### src/rtl/rgb_pwm_meter.sv
// rgb_pwm_meter: three independent PWM duty-cycle meters (R, G, B).
// Each channel synchronizes its input, measures period and high time between
// successive rising edges and reports duty as an integer percent 0..100 through
// a sequential restoring divider. A line that holds one level for PERIOD_MAX
// cycles is reported as 0 or 100 without using the divider.
// Optional build macro: PWM_METER_DEGLITCH_EN -- when defined, the level only
// follows the synchronized input after it has held a new value for 3 cycles.
//
// state     | meaning
// ----------+-----------------------------------------------------------
// S_IDLE    | no rising edge seen since reset/timeout; P is a timeout counter
// S_MEASURE | counting a period that began at the last rising edge
module rgb_pwm_meter #(
    parameter int PERIOD_MAX = 1023,
    parameter int CW         = $clog2(PERIOD_MAX + 1)
) (
    input  logic       clk,
    input  logic       sys_rst_n,
    input  logic       in_R,
    input  logic       in_G,
    input  logic       in_B,
    output logic [7:0] out_R,
    output logic [7:0] out_G,
    output logic [7:0] out_B,
    output logic       valid_R,
    output logic       valid_G,
    output logic       valid_B
);

    localparam int NW = CW + 7;
    localparam int SW = $clog2(NW + 1);
    localparam logic [CW-1:0] P_MAX     = CW'(PERIOD_MAX);
    localparam logic [NW-1:0] PCT_SCALE = NW'(100);
    localparam logic [SW-1:0] DIV_STEPS = SW'(NW);

    typedef enum logic {
        S_IDLE    = 1'b0,
        S_MEASURE = 1'b1
    } state_t;

    logic [2:0] pwm_in;
    logic [7:0] duty [3];
    logic [2:0] duty_valid;

    assign pwm_in  = {in_B, in_G, in_R};
    assign out_R   = duty[0];
    assign out_G   = duty[1];
    assign out_B   = duty[2];
    assign valid_R = duty_valid[0];
    assign valid_G = duty_valid[1];
    assign valid_B = duty_valid[2];

    for (genvar ch = 0; ch < 3; ch++) begin : g_chan
        logic          sync_1;
        logic          sync_2;
        logic          lvl;
        logic          lvl_q;
        logic          rise;
        state_t        state_q;
        state_t        state_d;
        logic          report;
        logic          handoff;
        logic [CW-1:0] per_q;
        logic [CW-1:0] hi_q;
        logic          div_busy;
        logic [SW-1:0] div_cnt;
        logic [CW-1:0] div_den;
        logic [CW:0]   div_rem;
        logic [NW-1:0] div_quo;
        logic [CW+1:0] rem_sh;
        logic [CW+1:0] rem_diff;
        logic          rem_fits;
        logic [CW:0]   rem_nx;
        logic [NW-1:0] quo_nx;
        logic [NW-1:0] num;
        logic [7:0]    duty_q;
        logic          valid_q;

        // two-flop synchronizer for the asynchronous PWM line
        always_ff @(posedge clk or negedge sys_rst_n) begin
            if (!sys_rst_n) begin
                sync_1 <= 1'b0;
                sync_2 <= 1'b0;
            end else begin
                sync_1 <= pwm_in[ch];
                sync_2 <= sync_1;
            end
        end

`ifdef PWM_METER_DEGLITCH_EN
        logic sync_3;

        // level follows the input only once three successive samples agree;
        // sync_1 only gates the update, so if it resolves late the update
        // simply lands one cycle later
        always_ff @(posedge clk or negedge sys_rst_n) begin
            if (!sys_rst_n) begin
                sync_3 <= 1'b0;
                lvl    <= 1'b0;
            end else begin
                sync_3 <= sync_2;
                if ((sync_1 == sync_2) && (sync_2 == sync_3)) begin
                    lvl <= sync_2;
                end
            end
        end
`else
        assign lvl = sync_2;
`endif

        // previous level for rising-edge detection
        always_ff @(posedge clk or negedge sys_rst_n) begin
            if (!sys_rst_n) begin
                lvl_q <= 1'b0;
            end else begin
                lvl_q <= lvl;
            end
        end

        assign rise = lvl & ~lvl_q;

        // FSM state register
        always_ff @(posedge clk or negedge sys_rst_n) begin
            if (!sys_rst_n) begin
                state_q <= S_IDLE;
            end else begin
                state_q <= state_d;
            end
        end

        // next state, divider handoff and static-report decision
        always_comb begin
            state_d = state_q;
            report  = 1'b0;
            handoff = 1'b0;
            case (state_q)
                S_IDLE: begin
                    if (rise) begin
                        state_d = S_MEASURE;
                    end else if (per_q == P_MAX) begin
                        report = 1'b1;
                    end
                end
                S_MEASURE: begin
                    if (rise) begin
                        handoff = 1'b1;
                    end else if (per_q == P_MAX) begin
                        report  = 1'b1;
                        state_d = S_IDLE;
                    end
                end
                default: state_d = S_IDLE;
            endcase
        end

        // period and high-time counters; the edge cycle is cycle 1 of a period
        always_ff @(posedge clk or negedge sys_rst_n) begin
            if (!sys_rst_n) begin
                per_q <= '0;
                hi_q  <= '0;
            end else if (report) begin
                per_q <= '0;
                hi_q  <= '0;
            end else if (rise) begin
                per_q <= CW'(1);
                hi_q  <= CW'(1);
            end else begin
                per_q <= per_q + CW'(1);
                hi_q  <= hi_q + CW'(lvl);
            end
        end

        assign num      = NW'(hi_q) * PCT_SCALE;
        assign rem_sh   = {div_rem, div_quo[NW-1]};
        assign rem_diff = rem_sh - {2'b00, div_den};
        assign rem_fits = ~rem_diff[CW+1];
        assign rem_nx   = rem_fits ? rem_diff[CW:0] : rem_sh[CW:0];
        assign quo_nx   = {div_quo[NW-2:0], rem_fits};

        // restoring divider: one quotient bit per cycle; a pair that arrives
        // while busy is dropped, and a static report aborts the divide
        always_ff @(posedge clk or negedge sys_rst_n) begin
            if (!sys_rst_n) begin
                div_busy <= 1'b0;
                div_cnt  <= '0;
                div_den  <= '0;
                div_rem  <= '0;
                div_quo  <= '0;
            end else if (report) begin
                div_busy <= 1'b0;
                div_cnt  <= '0;
            end else if (handoff && !div_busy) begin
                div_busy <= 1'b1;
                div_cnt  <= DIV_STEPS;
                div_den  <= per_q;
                div_rem  <= '0;
                div_quo  <= num;
            end else if (div_busy) begin
                if (div_cnt != '0) begin
                    div_rem <= rem_nx;
                    div_quo <= quo_nx;
                    div_cnt <= div_cnt - SW'(1);
                end else begin
                    div_busy <= 1'b0;
                end
            end
        end

        // result register: static report wins over a divide finishing together
        always_ff @(posedge clk or negedge sys_rst_n) begin
            if (!sys_rst_n) begin
                duty_q  <= '0;
                valid_q <= 1'b0;
            end else begin
                valid_q <= 1'b0;
                if (report) begin
                    duty_q  <= lvl ? 8'd100 : 8'd0;
                    valid_q <= 1'b1;
                end else if (div_busy && (div_cnt == SW'(1))) begin
                    duty_q  <= quo_nx[7:0];
                    valid_q <= 1'b1;
                end
            end
        end

        assign duty[ch]       = duty_q;
        assign duty_valid[ch] = valid_q;
    end

endmodule

### config.mk
export PLATFORM = sky130hd
export DESIGN_NAME = rgb_pwm_meter
export DESIGN_NICKNAME = d
export VERILOG_FILES = /design/src/rtl/rgb_pwm_meter.sv
export SDC_FILE = /design/constraint.sdc
export NUM_CORES = 1
export LEC_CHECK = 0
export ABC_CLOCK_PERIOD_IN_PS = 5800
export CAP_MARGIN = 15
export CORE_UTILIZATION = 40
export DETAILED_ROUTE_END_ITERATION = 10
export DONT_BUFFER_PORTS = 1
export SLEW_MARGIN = 15
export SYNTH_ARGS = -nofsm -noshare
export SYNTH_HDL_FRONTEND = slang
export SYNTH_SLANG_ARGS = --single-unit
### constraint.sdc
create_clock -name clk -period 5.8 [get_ports clk]
set_input_delay 1.16 -clock clk [delete_from_list [all_inputs] [get_ports clk]]
set_output_delay 1.16 -clock clk [all_outputs]
set_load 0.05 [all_outputs]
==> impl_metrics.py <==
metrics = {
    "worst_setup_path": {
        "slowest_delay_ps": 470,
        "cp.required_ps": 6200,
        "cp_max_fo": 5,
        "critical_path.slowest_cell": "fa_1",
        "path_cells": "ha_1 > ha_1 > fa_1 > ha_1 > a211oi_1 > o21ai_0 > a21o_1 > a21oi_1 > o21ai_0 > xnor2_1 > o221ai_1",
        "rr_worst_depth": 11,
        "critPathLaunchType": "flip-flop",
        "end_kind": "flip-flop",
        "critPathArrivalTime_ps": 3750,
        "critical_path_class": "flip-flop to flip-flop",
        "crit_top_cell": "ha_1",
    },
    "cells_and_area": {
        "area.growth.synth_to_final_pct": 10.1,
        "fillers": 3297,
        "final_cell_area_um2": 15400,
        "diodes": 0,
        "fin_nets": 1643,
        "fin_cells": 1944,
        "post-route-util_pct": 44.7,
        "drive_gt1_share_pct": 5.04,
    },
    "timing": {
        "slew_headroom_pct": 49.0,
        "tns_ps": 0,
        "post-route-period-util_pct": 57.8,
        "rsz0062_at_grt": "no",
        "drv_slew": 0,
        "hold_viol_final": 0,
        "fin_worst_skew_ps": 12.6,
        "worstMarginPinSlew_ps": 763,
        "setup_viol": 0,
        "clock.fmax_mhz": 298,
        "finalCriticalPeriod_ps": 3350,
    },
    "logic_synthesis": {
        "syn_inst": 1468,
        "ys_ff_latch": 231,
        "synth_edf_count": 0,
        "synthArstFlopShare_pct": 100,
        "syn-num-nets": 1643,
        "synth.most_common_cell": "dfrtp_1",
        "yosysTopAreaCell": "dfrtp_1",
        "yosys_warnings": 0,
        "ys.flop_type": "dfrtp_1",
        "seq_area_frac_synth_pct": 41.3,
        "ys_types": 67,
        "yosysTopAreaCellShare_pct": 41.3,
        "syn_area_um2": 14000,
        "yosys-top-cells-count": "231 x dfrtp_1, 197 x nand2_1, 152 x ha_1",
        "synthTopCellsByArea": "dfrtp_1 41%, ha_1 14%, nand2_1 5.3%",
        "synth_area_per_cell_um2": 9.52,
    },
    "global_routing": {
        "gr-total-overflow": 0,
        "grt_max_degree": 232,
        "grt_pass1_wl_um": 49600,
        "grt_usage_pct": 16.4,
        "antenna_found_initial": 1,
        "grt_pass1_vias": 10032,
    },
    "detailed_routing": {
        "post_drt_wl_per_cell_um": 14.6,
        "drt_first_pass_iters": 7,
        "drc_errors": 0,
        "wl_um": 28400,
        "drt_iter0_markers": 512,
        "vias": 10071,
        "ant_nets": 0,
        "viasPerCell": 5.18,
    },
    "clock_network": {
        "postCtsResizedCells": 0,
        "htree_num_levels": 1,
        "cts_max_path_buffers": 3,
        "clock-sinks": 231,
        "post_cts.repair.setup_buffers": 0,
        "holdBufCountCts": 0,
        "cts.clk_slew.worst_paths_ps": 60,
        "numCtsBuffers": 27,
        "cts_root_buf": "clkbuf_16",
        "insertion_delay_ps": 540,
        "cts_tree": "yes",
    },
    "placement": {
        "port_buffers": 0,
        "dpl_cell_area_um2": 14500,
        "gp_congestion": 0.869,
        "dp_hpwl_um": 20100,
        "placedCellCount": 1893,
    },
    "pwr": {
        "powerDensity_nw_per_um2": 519,
        "vdd_drop_max_uv": 233,
        "p_leak_nw": 7.39,
    },
    "job": {
        "drv_cap": 0,
    },
    "run_status": {
        "status": "complete, no violations",
    },
    "die": {
        "die_y_um": 189,
        "die_w_um": 189,
        "die_area_um2": 35700,
        "num_rows": 68,
        "ios": 32,
        "start_util_pct": 40.6,
        "core_um2": 34500,
    },
    "min_path": {
        "hold_path_class": "input port to async pin",
    },
}
worst max-delay path, delay by kind of cell, from the launching register on:
kind | cells | cell delay, ps
XOR/XNOR | 1 | 160
AO/OA/AOI/OAI | 6 | 1150
adder cells (fa/ha/maj) | 4 | 1460
flip-flops | 1 | 430
path summary, 6_finish.rpt:
path	startpoint	to	slack, ps
hold / removal	sys_rst_n	g_chan[1].div_rem[3]	310
hold reg to reg	g_chan[0].sync_1	g_chan[0].lvl	350
max in group asynchronous	sys_rst_n	g_chan[2].per_q[0]	5090
setup / recovery	g_chan[0].hi_q[2]	g_chan[0].div_quo[16]	2450
setup reg to reg	g_chan[0].hi_q[2]	g_chan[0].div_quo[16]	2450
min in group clk	g_chan[0].sync_1	g_chan[0].lvl	350
cells in the final DEF (no fill, tap or decap), types with 6 or more instances in the layout:
cell / instances
nand4_1: 10
nand2b_1: 6
o31ai_1: 10
inv_1: 100
a211oi_1: 16
o21a_1: 16
nor2_1: 136
nor3_1: 27
and3_1: 16
a22o_1: 6
mux2i_1: 51
a21oi_1: 71
fa_1: 18
clkbuf_8: 8
o21ai_0: 99
o21ai_1: 21
xor2_1: 41
a21o_1: 10
nand3_1: 39
ha_1: 152
a31oi_1: 13
nand2_1: 197
nor2b_1: 11
clkbuf_16: 27
buf_4: 8
xnor2_1: 53
dfrtp_1: 231
registers in the layout, summed over array words and instances, names as in the netlist, 3 cells and up:
register,flops
g_chan.div_cnt,15
g_chan.lvl,3
g_chan.hi_q,30
g_chan.div_busy,3
g_chan.state_q,3
g_chan.per_q,30
g_chan.lvl_q,3
g_chan.div_rem,33
out_G,8
g_chan.div_den,30
g_chan.sync_1,3
out_R,8
g_chan.div_quo,51
out_B,8
logic make-up after synthesis:
group                    synth area share [%]
XOR/XNOR                                 5.95
AND/OR/NAND/NOR                          15.3
buffers and inverters                    3.96
flip-flops                               41.3
multiplexers                             3.87
AO/OA/AOI/OAI                            13.4
adder cells (fa/ha/maj)                  16.2
through the flow:
step / power (mW) / worst slack (ps) / hold slack [ps]
detailed placement: 6.31 / 2470 / 339
floorplan: 5.59 / 2710 / 331
global placement: 6.20 / 2560 / 336
global route: 8.69 / 2250 / 289
CTS: 8.08 / 2450 / 296
finish: 7.99 / 2450 / 309
power by group:
part	internal [mW]	switching (mW)	total (mW)	leakage, nW
Sequential	2.15	0.736	2.88	2.96
Combinational	1.51	1.88	3.38	3.98
Clock	1.05	0.678	1.73	0.449
cell type report:
| cell class | instances | area (um2) | share of cell area, % |
|---|---|---|---|
| multi-input combinational | 1099 | 7670 | 49.9 |
| sequential | 231 | 5780 | 37.6 |
| clock buffer | 40 | 805 | 5.23 |
| tap | 455 | 569 | 3.70 |
| inverter | 100 | 375 | 2.44 |
| clock inverter | 10 | 113 | 0.732 |
| timing repair buffer | 9 | 75.1 | 0.488 |
routing by layer:
layer,vias up,part of all wire [%],global-route usage (%)
met5,-,0.035,0
li1,5083,-,-
met4,2,1.4,3.50
met2,96,48,27.6
met3,39,3.1,2.35
met1,4851,48,22.4
(Power assumes the default switching activity.)
